$ cat config.mk
export PLATFORM = sky130hd
export DESIGN_NAME = processor_status_reg
export DESIGN_NICKNAME = d
export VERILOG_FILES = /design/src/rtl/cpu6502_pkg.sv /design/src/rtl/p_flag_cell.sv /design/src/rtl/processor_status_reg.sv
export SDC_FILE = /design/constraint.sdc
export NUM_CORES = 1
export LEC_CHECK = 0
export BUFFER_PORTS_ARGS = -buffer_cell sky130_fd_sc_hd__buf_2
export CORE_MARGIN = 4
export CORE_UTILIZATION = 40
export DETAILED_ROUTE_END_ITERATION = 7
export HOLD_SLACK_MARGIN = 0.15
export PLACE_DENSITY = 0.74
export SKIP_CTS_REPAIR_TIMING = 1
export SLEW_MARGIN = 25
export SYNTH_ARGS = -nofsm -noshare
export SYNTH_HDL_FRONTEND = slang
export SYNTH_HIERARCHICAL = 1
export SYNTH_SLANG_ARGS = --single-unit
$ cat constraint.sdc
create_clock -name i_clk -period 0.95 [get_ports i_clk]
set_input_delay 0.1425 -clock i_clk [delete_from_list [all_inputs] [get_ports i_clk]]
set_output_delay 0.1425 -clock i_clk [all_outputs]
set_load 0.01 [all_outputs]
$ cat src/rtl/cpu6502_pkg.sv
// Shared 6502/2A03 definitions: status-register bit positions and the
// power-on flag image.
package cpu6502_pkg;

  localparam int P_C = 0;
  localparam int P_Z = 1;
  localparam int P_I = 2;
  localparam int P_D = 3;
  localparam int P_B = 4;
  localparam int P_U = 5;
  localparam int P_V = 6;
  localparam int P_N = 7;

  localparam logic [7:0] P_RESET = 8'h04;

endpackage

$ cat src/rtl/p_flag_cell.sv
// One status flag flop: async reset value, phase enable, and a four-entry
// load list where entry 0 has the highest priority.
module p_flag_cell #(
  parameter logic RESET_VAL = 1'b0
) (
  input  logic       i_clk,
  input  logic       i_reset_n,
  input  logic       i_ce,
  input  logic [3:0] i_sel,
  input  logic [3:0] i_val,
  output logic       o_q
);

  logic r_q;
  logic w_next;

  always_comb begin
    w_next = r_q;
    if (i_sel[0])      w_next = i_val[0];
    else if (i_sel[1]) w_next = i_val[1];
    else if (i_sel[2]) w_next = i_val[2];
    else if (i_sel[3]) w_next = i_val[3];
  end

  always_ff @(posedge i_clk or negedge i_reset_n) begin
    if (!i_reset_n)
      r_q <= RESET_VAL;
    else if (i_ce)
      r_q <= w_next;
  end

  assign o_q = r_q;

endmodule

$ cat src/rtl/processor_status_reg.sv
// 6502/2A03 processor status register: six stored flags, a push-time B/bit-5
// view, an optionally instruction-delayed IRQ mask and decimal suppression.
module processor_status_reg
  import cpu6502_pkg::*;
#(
  parameter logic [7:0] RESET_P        = P_RESET,
  parameter bit         DECIMAL_EN     = 1'b0,
  parameter bit         IRQ_MASK_DELAY = 1'b1
) (
  input  logic       i_clk,
  input  logic       i_reset_n,
  input  logic       i_ce,
  input  logic [7:0] i_db,
  input  logic       i_ir5,
  input  logic       i_acr,
  input  logic       i_avr,
  input  logic       i_db_p,
  input  logic       i_db0_c,
  input  logic       i_ir5_c,
  input  logic       i_acr_c,
  input  logic       i_db1_z,
  input  logic       i_dbz_z,
  input  logic       i_db2_i,
  input  logic       i_ir5_i,
  input  logic       i_set_i,
  input  logic       i_db3_d,
  input  logic       i_ir5_d,
  input  logic       i_db6_v,
  input  logic       i_avr_v,
  input  logic       i_clr_v,
  input  logic       i_db7_n,
  input  logic       i_sync,
  input  logic       i_brk_push,
  output logic [7:0] o_p,
  output logic       o_irq_mask,
  output logic       o_decimal
);

  logic w_c, w_z, w_i, w_d, w_v, w_n;
  logic w_dbz;

  assign w_dbz = ~|i_db;

  p_flag_cell #(.RESET_VAL(RESET_P[P_C])) u_c (
    .i_clk(i_clk), .i_reset_n(i_reset_n), .i_ce(i_ce),
    .i_sel({i_ir5_c, i_acr_c, i_db0_c, i_db_p}),
    .i_val({i_ir5, i_acr, i_db[0], i_db[0]}),
    .o_q(w_c)
  );

  p_flag_cell #(.RESET_VAL(RESET_P[P_Z])) u_z (
    .i_clk(i_clk), .i_reset_n(i_reset_n), .i_ce(i_ce),
    .i_sel({1'b0, i_dbz_z, i_db1_z, i_db_p}),
    .i_val({1'b0, w_dbz, i_db[1], i_db[1]}),
    .o_q(w_z)
  );

  // Interrupt entry forces I above every other source, including PLP/RTI.
  p_flag_cell #(.RESET_VAL(RESET_P[P_I])) u_i (
    .i_clk(i_clk), .i_reset_n(i_reset_n), .i_ce(i_ce),
    .i_sel({i_ir5_i, i_db2_i, i_db_p, i_set_i}),
    .i_val({i_ir5, i_db[2], i_db[2], 1'b1}),
    .o_q(w_i)
  );

  p_flag_cell #(.RESET_VAL(RESET_P[P_D])) u_d (
    .i_clk(i_clk), .i_reset_n(i_reset_n), .i_ce(i_ce),
    .i_sel({1'b0, i_ir5_d, i_db3_d, i_db_p}),
    .i_val({1'b0, i_ir5, i_db[3], i_db[3]}),
    .o_q(w_d)
  );

  p_flag_cell #(.RESET_VAL(RESET_P[P_V])) u_v (
    .i_clk(i_clk), .i_reset_n(i_reset_n), .i_ce(i_ce),
    .i_sel({i_clr_v, i_avr_v, i_db6_v, i_db_p}),
    .i_val({1'b0, i_avr, i_db[6], i_db[6]}),
    .o_q(w_v)
  );

  p_flag_cell #(.RESET_VAL(RESET_P[P_N])) u_n (
    .i_clk(i_clk), .i_reset_n(i_reset_n), .i_ce(i_ce),
    .i_sel({2'b00, i_db7_n, i_db_p}),
    .i_val({2'b00, i_db[7], i_db[7]}),
    .o_q(w_n)
  );

  // B and bit 5 only exist in the pushed image, never in storage.
  assign o_p = {w_n, w_v, 1'b1, i_brk_push, w_d, w_i, w_z, w_c};

  assign o_decimal = w_d & DECIMAL_EN;

  generate
    if (IRQ_MASK_DELAY) begin : g_mask_delay
      logic r_irq_mask;

      // The mask picks up I as it stood before the boundary edge, so a
      // CLI/SEI/PLP is honoured one instruction later; interrupt entry is not delayed.
      always_ff @(posedge i_clk or negedge i_reset_n) begin
        if (!i_reset_n)
          r_irq_mask <= RESET_P[P_I];
        else if (i_ce) begin
          if (i_set_i)
            r_irq_mask <= 1'b1;
          else if (i_sync)
            r_irq_mask <= w_i;
        end
      end

      assign o_irq_mask = r_irq_mask;
    end else begin : g_mask_direct
      assign o_irq_mask = w_i;
    end
  endgenerate

endmodule

==> metrics.md <==
| Metric | Value |
|---|---|
| Share of cells above drive strength 1 | 45.7% |
| Clk slew on worst S/H paths | 0.05 ns |
| Leading area contributor after synthesis | dfrtp_1 |
| Ports | a little over 40 |
| Most common cell in the netlist | buf_4 |
| Crit path max fanout | 3 |
| Clk Latency, worst-skew pair | 0.25 ns |
| GRT Resource Usage Total | between 10 and 15% |
| Initial antenna violation count | 0 |
| Fin. Hold Viols | 0 |
| Asr flop ratio synth | 100% |
| Synth top cells by count | buf_4 (9), nor2_1 (8) |
| Critical Path RT | between 1 and 1.5 ns |
| Ant diodes | 0 |
| Max-cap check violation count | 0 |
| Synth Warn # | 6 |
| Seq/Total Area, Yosys | 28.4% |
| Hold_ws | 0.166 ns |
| Crit Path Class | in -> reg |
| Vias in the first global route | 584 |
| Netlist cell types | 15 |
| Final core occ | 62.5% |
| Clk buf depth | 2 |
| DIE AREA | around 0.0023 sq mm |
| Crit. End Element | register |
| Hold/Removal Path Class | in -> reg |
| PortBufs | 36 |
| Row count | 14 |
| Pins Over Slew Limit | 0 |
| DR pass1 iterations | 3 |
| Share of the synthesized area in the top cell type | around a fifth |
| Outcome | finished, violations left |
| Synth Flop Type | dfrtp_1 |
| RSZ-0062 raised after global routing | yes |
| Fin worst setup slack | -0.130 ns |
| Fin crit period | 1.08 ns |
| Critical Path Start Type | input port |
| Htree depth | 1 |
| Maximum VDD drop | around 0.80 mV |
| Post-Syn Area | 626 sq um |
| RePlAce Congestion | 0.738 |
| Clk_skew | between 0.001 and 0.0015 ns |
| Die width | 47.5 um |
| Drt total wl | between 1.5 and 2 mm |
| Cell count after synthesis | 73 |
| Tot Pwr | 0.973 mW |
| EDFF count, synth | 0 |
| TritonCTS clock tree | built |
| WL per Instance | approximately 11 um |
| PD cells | 1040 mW/mm^2 |
| Root buffer cell | clkbuf_4 |
| #FFs+latches synth | 7 |
| # fillers | 141 |
| Count of final setup violators | 3 |
| Total gr overflow | 0 |
| Vias per cell | roughly 4.7 |
| Final ANT Viol Nets | 0 |
| CTS sink cnt | 7 |
| DR iter-0 viols | 12 |
| Core area | 0.00149 sq mm |
| Placed inst area | 875 sq um |
| Vias | 679 |
| Max Freq | 0.926 GHz |
| Violated checks | negative setup slack |
| Synth-to-layout area growth | 48.8% |
| Pin count of the biggest net entering global routing | 14 |
| Post-layout instance area | 931 sq um |
| Die height | 47.5 um |
| P_leak | ~0.47 nW |
| Nets | 159 |
| Critical Path AT | 1.25 ns |
| Setup TNS | -0.312 ns |
| Top post-synthesis cells by area | dfrtp_1 (20%), buf_4 (11%), mux2_2 (11%) |
| DRC viols | 0 |
| Avg Cell Area, Syn | 8.57 sq um |
| Final period util | 114% |
| Detailed Place HPWL | 1.34 mm |
| Global-route wire length before repair | 2.29 mm |
| Cts bufs inserted | 3 |
| Initial Util | 42.0% |
through the flow:
stage	setup slack, ns	instances
floorplan	-0.194	84
global placement	-0.349	137
detailed placement	-0.397	137
CTS	-0.137	141
global route	-0.159	143
finish	-0.130	143
routing by layer:
layer | up-vias | share of wire [%] | GRT usage [%]
met4 | 0 | 0 | 1.61
met1 | 302 | 41 | 17.5
met2 | 24 | 51 | 24.6
li1 | 353 | - | -
met3 | 0 | 7.8 | 5.64
met5 | - | 0 | 0
cells in the final DEF (no fill, tap or decap), drive strengths merged, types with 4 or more instances in the layout:
| cell type | count |
|---|---|
| nand2 | 6 |
| or2b | 6 |
| mux2 | 6 |
| dfrtp | 5 |
| a31oi | 6 |
| o211ai | 6 |
| clkbuf | 4 |
| conb | 13 |
| inv | 6 |
| o41a | 6 |
| nor2 | 8 |
| buf | 47 |
layout make-up:
type	count	area (sq um)	share of cell area (%)
Timing Repair Buffer	48	285	30.6
Inverter	6	22.5	2.42
Clock buffer	4	26.3	2.82
Sequential cell	7	178	19.1
Tap cell	16	20.0	2.15
Multi-Input combinational cell	62	399	42.9
worst max-delay path: stages:
cell and delay [ns]:
buf_2 0.11, or4_1 0.52, nor2_1 0.12, mux2_2 0.15
o211ai_1 0.07, a31oi_1 0.14
state kept, by name, summed over array words and instances, names as in the netlist:
name	count
o_irq_mask	1
u_c/o_q	1
u_d/o_q	1
u_i/o_q	1
u_n/o_q	1
u_v/o_q	1
u_z/o_q	1
power breakdown:
group	internal (mW)	total, mW	switching (mW)
Clock	0.160	0.268	0.108
Sequential	0.346	0.370	0.0242
Combinational	0.187	0.334	0.147
cell families (layout without fill, tap and decap cells):
logic type / Yosys count / after routing / share of synthesized area, %
and+or+nand+nor: 25 / 25 / 21.2
other: 2 / 13 / 1.20
DFF: 7 / 7 / 28.4
buffers and inverters: 15 / 58 / 14.4
AOI/OAI and AO/OA: 18 / 18 / 24.0
muxes: 6 / 6 / 10.8
path summary, 6_finish.rpt:
| path | start | end | slack, ns | cells past startpoint |
|---|---|---|---|---|
| max in group asynchronous | i_reset_n | u_i/o_q$_DFFE_PN1P_ | 0.46 | 2 |
| min | i_db[0] | u_c/o_q$_DFFE_PN0P_ | 0.17 | 3 |
| max | i_db[1] | u_z/o_q$_DFFE_PN0P_ | -0.13 | 6 |
| max reg2reg | o_irq_mask$_DFFE_PN1P_ | o_irq_mask$_DFFE_PN1P_ | 0.11 | 2 |
| min reg2reg | o_irq_mask$_DFFE_PN1P_ | o_irq_mask$_DFFE_PN1P_ | 0.51 | 2 |
| min in group asynchronous | i_reset_n | u_n/o_q$_DFFE_PN0P_ | 0.26 | 2 |
Power figures use the tool's default switching activity.
